===== config.mk =====
export PLATFORM = sky130hd
export DESIGN_NAME = rng_arbiter
export DESIGN_NICKNAME = d
export VERILOG_FILES = /design/src/rtl/rng_pkg.sv /design/src/rtl/rr_pick.sv /design/src/rtl/rng_arbiter.sv
export SDC_FILE = /design/constraint.sdc
export NUM_CORES = 1
export LEC_CHECK = 0
export CAP_MARGIN = 20
export CORE_UTILIZATION = 42
export CTS_CLUSTER_DIAMETER = 200
export DETAILED_ROUTE_END_ITERATION = 12
export HOLD_SLACK_MARGIN = 0.05
export PLACE_DENSITY = 0.78
export REMOVE_ABC_BUFFERS = 1
export SYNTH_ARGS = -nofsm -noshare
export SYNTH_HDL_FRONTEND = slang
export SYNTH_HIERARCHICAL = 1
export SYNTH_SLANG_ARGS = --single-unit

===== constraint.sdc =====
create_clock -name clock -period 2.3 [get_ports clock]
set_clock_uncertainty 0.15 [all_clocks]
set_input_delay 0.23 -clock clock [delete_from_list [all_inputs] [get_ports clock]]
set_output_delay 0.23 -clock clock [all_outputs]
set_load 0.03 [all_outputs]

===== src/rtl/rng_pkg.sv =====
`default_nettype none
// ============================================================================
// Module   : rng_pkg
// Brief    : Shared types, defaults and helpers for the generator arbiter.
// Revision : 1.0 - initial release
// ============================================================================
package rng_pkg;

  localparam int c_nreq_default    = 4;
  localparam int c_timeout_default = 15;
  localparam int c_cnt_w           = 8;

  typedef enum logic [2:0] {
    S_IDLE    = 3'd0,
    S_ISSUE   = 3'd1,
    S_WAIT_LO = 3'd2,
    S_WAIT_HI = 3'd3,
    S_DELIVER = 3'd4
  } rng_state_t;

  // Index of the set bit in a one-hot vector of up to eight requesters.
  function automatic logic [2:0] onehot_to_idx(input logic [7:0] oh);
    logic [2:0] idx;
    idx = '0;
    for (int i = 0; i < 8; i++) begin
      if (oh[i]) idx = 3'(i);
    end
    return idx;
  endfunction

endpackage
`default_nettype wire


===== src/rtl/rr_pick.sv =====
`default_nettype none
// ============================================================================
// Module   : rr_pick
// Brief    : Combinational round-robin pick: first set req bit at or above ptr.
// Revision : 1.0 - initial release
// ============================================================================
module rr_pick
  import rng_pkg::*;
#(
  parameter int NREQ = c_nreq_default,
  parameter int PW   = $clog2(NREQ)
) (
  input  logic [NREQ-1:0] req,
  input  logic [PW-1:0]   ptr,
  output logic [NREQ-1:0] gnt
);

  function automatic logic [NREQ-1:0] pick(input logic [NREQ-1:0] r,
                                           input logic [PW-1:0]   p);
    logic [NREQ-1:0] oh;
    logic            found;
    int              k;
    oh    = '0;
    found = 1'b0;
    for (int i = 0; i < NREQ; i++) begin
      k = (int'(p) + i) % NREQ;
      if (!found && r[k]) begin
        oh[k] = 1'b1;
        found = 1'b1;
      end
    end
    return oh;
  endfunction

  assign gnt = pick(req, ptr);

endmodule
`default_nettype wire


===== src/rtl/rng_arbiter.sv =====
`default_nettype none
// ============================================================================
// Module   : rng_arbiter
// Brief    : Round-robin arbiter sharing one external random generator.
// Revision : 1.0 - initial release
// ============================================================================
module rng_arbiter
  import rng_pkg::*;
#(
  parameter int NREQ    = c_nreq_default,
  parameter int TIMEOUT = c_timeout_default
) (
  input  logic            clock,
  input  logic            rst,
  input  logic [NREQ-1:0] req,
  input  logic [NREQ-1:0] sel_4bit,
  output logic            en_rng,
  input  logic            rng_done,
  input  logic [15:0]     rng_in,
  input  logic [15:0]     rng_in_4bit,
  output logic [NREQ-1:0] gnt,
  output logic [15:0]     rnd_out,
  output logic            rnd_vld,
  output logic            rnd_err,
  output logic            busy
);

  localparam int PW = $clog2(NREQ);

  rng_state_t           r_state;
  logic [PW-1:0]        r_ptr;
  logic                 r_sel;
  logic [c_cnt_w-1:0]   r_wait_cnt;

  logic [NREQ-1:0]      w_pick;
  logic [2:0]           w_idx;
  logic [PW-1:0]        w_ptr_next;
  logic                 w_timeout;

  rr_pick #(
    .NREQ (NREQ),
    .PW   (PW)
  ) u_rr_pick (
    .req (req),
    .ptr (r_ptr),
    .gnt (w_pick)
  );

  assign w_idx      = onehot_to_idx(8'(gnt));
  assign w_ptr_next = (w_idx == 3'(NREQ - 1)) ? '0 : PW'(w_idx + 3'd1);
  // Asserted on the last permitted wait cycle, so the exit edge is the TIMEOUT-th.
  assign w_timeout  = (r_wait_cnt == c_cnt_w'(TIMEOUT - 1));

  always_ff @(posedge clock) begin
    if (rst) begin
      r_state    <= S_IDLE;
      r_ptr      <= '0;
      r_sel      <= 1'b0;
      r_wait_cnt <= '0;
      gnt        <= '0;
      rnd_out    <= '0;
      rnd_vld    <= 1'b0;
      rnd_err    <= 1'b0;
      en_rng     <= 1'b0;
      busy       <= 1'b0;
    end else begin
      en_rng  <= 1'b0;
      rnd_vld <= 1'b0;
      rnd_err <= 1'b0;
      case (r_state)
        S_IDLE: begin
          if (|req) begin
            r_state <= S_ISSUE;
            gnt     <= w_pick;
            r_sel   <= |(w_pick & sel_4bit);
            en_rng  <= 1'b1;
            busy    <= 1'b1;
          end
        end
        S_ISSUE: begin
          r_state    <= S_WAIT_LO;
          r_wait_cnt <= '0;
        end
        S_WAIT_LO: begin
          r_wait_cnt <= r_wait_cnt + 1'b1;
          if (w_timeout) begin
            r_state <= S_DELIVER;
            rnd_out <= '0;
            rnd_vld <= 1'b1;
            rnd_err <= 1'b1;
          end else if (!rng_done) begin
            r_state <= S_WAIT_HI;
          end
        end
        S_WAIT_HI: begin
          r_wait_cnt <= r_wait_cnt + 1'b1;
          // A genuine completion wins over a coincident timeout.
          if (rng_done) begin
            r_state <= S_DELIVER;
            rnd_out <= r_sel ? rng_in_4bit : rng_in;
            rnd_vld <= 1'b1;
          end else if (w_timeout) begin
            r_state <= S_DELIVER;
            rnd_out <= '0;
            rnd_vld <= 1'b1;
            rnd_err <= 1'b1;
          end
        end
        S_DELIVER: begin
          r_state <= S_IDLE;
          r_ptr   <= w_ptr_next;
          gnt     <= '0;
          busy    <= 1'b0;
        end
        default: begin
          r_state <= S_IDLE;
          gnt     <= '0;
          busy    <= 1'b0;
        end
      endcase
    end
  end

endmodule
`default_nettype wire

### Yosys cells after proc, flatten, opt, wreduce, memory -nomap -nowiden

Cells that the tools add are included.

| word-level totals | value |
|---|---|
| register bits | 38 |
| input port bits | 43 |
| output and inout bits | 24 |
| word-level logic and storage cells | 116 |

| cells by class | value |
|---|---|
| add/sub/neg operators | 5 |
| magnitude comparators | 8 |
| eq/ne operators | 9 |
| muxes and demuxes | 51 |
| bitwise gates (word level) | 9 |
| reductions and logical operators | 24 |

Operators with widths:

| operator | count |
|---|---|
| 16-bit 2-to-1 mux | 3 |
| 16-bit one-hot mux with 2 select lines | 1 |
| 3-bit 2-to-1 mux | 7 |
| 1-bit 2-to-1 mux | 20 |
| 4-bit 2-to-1 mux | 5 |
| 8-bit one-hot mux with 2 select lines | 1 |
| 3-bit by 4-bit < comparator with 1-bit output (second input constant) | 3 |
| 4-bit OR | 3 |
| 3-bit one-hot mux with 4 select lines | 1 |
| 2-bit OR reduction | 5 |
| 3-bit by 2-bit == test with 1-bit output (second input constant) | 3 |
| 3-bit by 1-bit greater-or-equal comparator with 1-bit output (second input constant) | 3 |
| 8-bit by 1-bit adder with 8-bit output (second input constant) | 1 |
| 1-bit binary-select mux with 2-bit select | 4 |
| 1-bit demux with 2-bit select | 4 |
| 8-bit by 4-bit == test with 1-bit output (second input constant) | 1 |
| 4-bit one-hot mux with 2 select lines | 1 |
| 4-bit OR reduction | 2 |
| 1-bit logical AND | 7 |
| 3-bit inequality test (second input constant) | 2 |
| 1-bit one-hot mux with 2 select lines | 3 |
| 2-bit by 1-bit adder with 2-bit output (second input constant) | 2 |
| 2-bit adder (second input constant) | 2 |
| 4-bit AND | 1 |
| other kinds (14) | 21 |

### Longest topological paths before layout

| depth | value |
|---|---|
| depth after elaboration | 16 |
| gate-level depth with buffers | 9 |
| gate-level depth less buffers | 9 |

### By module

The synthesis kept the hierarchy.

By module, submodules not included:

| module | instances | cells an instance | area each (um2) | seq. area each (um2) |
|---|---|---|---|---|
| rng_arbiter | 1 | 210 | 1870.5 | 760.7 |
| rr_pick | 1 | 36 | 337.8 | 0.0 |

### Least setup slack after synthesis

OpenSTA, ideal clock, no wires.

| path | value |
|---|---|
| kind | reg2reg |
| start | register r_ptr[0] |
| end | register r_sel |
| setup time | 91 ps |
| data arrival time | 2220 ps |
| required time | 2059 ps |
| slack | -161 ps |
| stages on the path, launching flop included | 10 |
| buffers on the path | 0 |
| period minus slack after synthesis | 2461 ps |
| path through | dfxtp_1 -> inv_1 -> ha_1 -> mux4_2 -> nor4b_4 -> nand2_1 -> o211ai_1 -> a22o_1 -> a221oi_1 -> a311oi_1 |

| between the ends | value |
|---|---|
| cells in the longest elaborated chain, start to end | 15 |
| elaborated cells between the ends (all ways) | 58 |
| those cells by class | 3 x add/sub; 8 x order compare; 26 x mux; 7 x bitwise; 14 x reduce/logical |

Ends and longest elaborated chain:

| what | RTL line | source |
|---|---|---|
| from (decl) | rng_arbiter.sv:31 | `logic [PW-1:0] r_ptr;` |
| from (signal assigned) | rng_arbiter.sv:111 | `r_ptr <= w_ptr_next;` |
| 2-bit by 1-bit adder with 2-bit output | rr_pick.sv:26 | `k = (int'(p) + i) % NREQ;` |
| 2-bit OR reduction (no source line) | n/a |  |
| 1-bit AND (no source line) | n/a |  |
| 3-bit by 4-bit < comparator with 1-bit output (not written as such) / 3-bit by 1-bit greater-or-equal comparator with 1-bit output (equally long branches) | rr_pick.sv:28 | `oh[k] = 1'b1;` |
| 1-bit logical AND (not written as such) | rr_pick.sv:28 |  |
| 1-bit 2-to-1 mux (not written as such) | rr_pick.sv:28 |  |
| 1-bit demux with 2-bit select | n/a |  |
| 4-bit OR (no source line) | n/a |  |
| 4-bit 2-to-1 mux | rr_pick.sv:27 | `if (!found && r[k]) begin` |
| 4-bit OR (no source line) | n/a |  |
| 4-bit 2-to-1 mux | rr_pick.sv:27 |  |
| 4-bit OR (no source line) | n/a |  |
| 4-bit 2-to-1 mux * | rr_pick.sv:27 |  |
| named net w_pick[0] | rng_arbiter.sv:35 | `logic [NREQ-1:0] w_pick;` |
| 4-bit AND * | rng_arbiter.sv:75 | `r_sel <= \|(w_pick & sel_4bit);` |
| 4-bit OR reduction * | rng_arbiter.sv:75 |  |
| to (signal assigned) | rng_arbiter.sv:75 |  |
| to (decl) | rng_arbiter.sv:32 | `logic r_sel;` |

The timed path passes the listed nets; every way through them passes the cells marked *. The select of a mux whose other input is x is not followed.
A chain may end at the register's enable or synchronous reset.

### Worst setup path after layout

Ends and elaborated chain as after synthesis.

==> metrics.txt <==
Reg power frac=45.6%; Tcrit/Tclk final=103.1%; post-layout minimum cycle time=2371 ps; top cells by area, synth=dfxtp_1, a21oi_1, mux2_2, a211oi_1, ha_1; Async SR Flop Fraction=0%; clk buf depth=2; Area Growth Syn to Fin=41.36%; share of cells above drive strength 1=18.32%; critical path launch point type=flip-flop; PwrDens=518.9 nW/um^2; I/O pins=67; Mapped Cells=246; DRT Wirelength=5.629 mm; required time of the critical path=2310 ps; Iteration-0 DRC Markers=100; FMAX=421.8 MHz; TritonCTS buffer count=5; synthesized area=2208 sq um; post-route DRC violation count=0; clock slew at reported path FFs=70 ps; Post-DP HPWL=4.161 mm; Hold Vio Cnt, Final=0; Worst Hold Path Cells=2; Initial Util=43.52%; Detailed Routing Iterations Pass 1=4; port bufs=66; DP Area=2982 sq um; cell internal pwr=0.001129 W; TritonCTS clock tree=yes; vias per std cell=5.546; outcome=complete, but fails checks; die footprint=5552 sq um; clk root buf=clkbuf_8; largest net degree at the start of global routing=33; Core ar.=5075 sq um; vias in the first global route=1,936; Max-Cap Viols=0; met2 Use GR=34.93%; EDFF count, synth=0; Pwr Total=0.001620 W; final cell count without fillers=392; Sw Pwr=0.0004907 W; CP arrival=2380 ps; # nets final=373; post-synthesis cell type count=45; clock power share=26.5%; failing checks=setup timing; Final Wtd Congestion=0.9065; hold buffer count at cts=0; Post-DRT Antenna Nets=0; final setup fails=2; synthesized flop and latch total=38; met3 Use GR=5.691%; GRT Residual Overflow=0; Syn Area/Cell=8.977 sq um; switch share=30.29%; most common cell after layout, fill and taps aside=clkdlybuf4s50_1; Syn. warnings=6; post-synthesis sequential area ratio=34.45%; drt wl/cell=14.36 um; WHS=333.1 ps; RSZ-0062 raised after global routing=yes; fin. max-slew vios=0; post-route core utilization=61.51%; Die H=74.51 um; worst skew pair latency=290 ps; Die X=74.51 um; Yosys top cell area share=34.45%; worst reg2reg path depth=9; worst-margin pin slew=686.9 ps; Synth area leader=dfxtp_1; Max H-tree Level=2; Leak=1.137 nW; clk sinks=38; Cell Count Post-Placement=380; most frequent cells in the layout=clkdlybuf4s50_1, a21oi_1, dfxtp_1; first-pass GRT wire length=8.804 mm; combinational power share=27.9%; GRT Overall Usage=20.60%; ANT cells=0; max_slew headroom=54.15%; Crit Path Max Fanout=4; busiest grt layer=met2; Rows=26; post-layout instance area=3122 sq um; Min-Delay Path Class=flip-flop to flip-flop; GR Util met1=25.23%; ys flop type=dfxtp_1; PnR worst setup slack=-70.69 ps; maximum VDD drop=0.3645 mV; via count=2,174; initial antenna violation count=0; Setup CP Type=flip-flop to flip-flop; Setup crit end kind=flip-flop
Yosys cell counts, types with 2 or more instances:
library cell and instances:
mux4_2 2, mux2i_1 2, ha_1 8, and3_1 2
or3_1 2, dfxtp_1 38, a21o_2 4, nor4_1 2
nand4_1 2, nor2b_1 5, inv_1 10, nand4b_1 2
o211ai_1 6, nand3_1 6, o21ai_0 9, nand2_1 12
buf_2 9, mux4_1 2, clkbuf_1 5, a21oi_1 48
nor2_1 9, mux2_2 18, and4_1 2, or4_1 4
nor3_1 2, a211oi_1 16
repair_timing:
action,4_1_cts,5_1_grt
pin swaps,5,0
setup buffers,3,2
endpoints found under the hold margin,0,0
endpoints found under the setup margin,1,3
gates resized for setup,6,0
sequential cells by signal, indices dropped and copies added, names as in the netlist, 2 cells and up:
signal	flops
gnt	4
r_ptr	2
r_state	3
r_wait_cnt	8
rnd_out	16
kinds of logic (layout without fill, tap and decap cells):
logic type,count (synthesis),after routing,synth area share (%)
adder cells (fa/ha/maj),8,8,4.533
buffers and inverters,27,103,5.666
multiplexers,24,24,14.50
AO/OA/AOI/OAI,91,91,25.38
flip-flops,38,38,34.45
AND/OR/NAND/NOR,58,58,15.47
path summary, 6_finish.rpt:
kind,startpoint,to,slack (ps)
worst min register to register,busy,busy,330
worst max-delay path,r_ptr[0],r_sel,-70
worst max register to register,r_ptr[0],r_sel,-70
worst min-delay path,busy,busy,330
area by class of cell:
type,instances,area (sq um)
Clock inverter,2,10.01
Timing Repair Buffer,86,814.5
Fill cell,435,1953
Inverter,10,37.54
Sequential cell,38,762.0
Clock buffer,5,68.82
Tap cell,70,87.58
Multi-Input combinational cell,181,1341
power by group through the flow:
stage	clock network, W	logic (W)	registers, W
floorplan	0	0.000214	0.000782
global placement	0	0.000432	0.000754
detailed placement	0	0.000441	0.000755
CTS	0.000439	0.000450	0.000741
global route	0.000468	0.000489	0.000748
finish	0.000429	0.000452	0.000739
critical path: stages, from the launching register on:
cell and delay (ps):
dfxtp_2 350, buf_6 110, mux4_2 570, buf_4 180, a21oi_1 130, a21o_2 120, o211ai_1 120, a22o_1 220
a221oi_2 180, a311oi_1 110
metal layers:
layer | vias to the layer above | share of wire, %
li1 | 1074 | -
met1 | 1022 | 43
met2 | 70 | 48
met3 | 8 | 7.2
met4 | 0 | 1.3
met5 | - | 0
stage by stage:
stage / setup WS (ps) / TNS (ps)
2_1_floorplan: -160.6 / -160.6
5_1_grt: -212.1 / -519.4
3_5_place_dp: -348.4 / -908.7
3_3_place_gp: -224.8 / -394.2
6_report: -70.69 / -80.25
4_1_cts: 1.262 / 0
No activity file was read; power rests on OpenSTA's default activity.
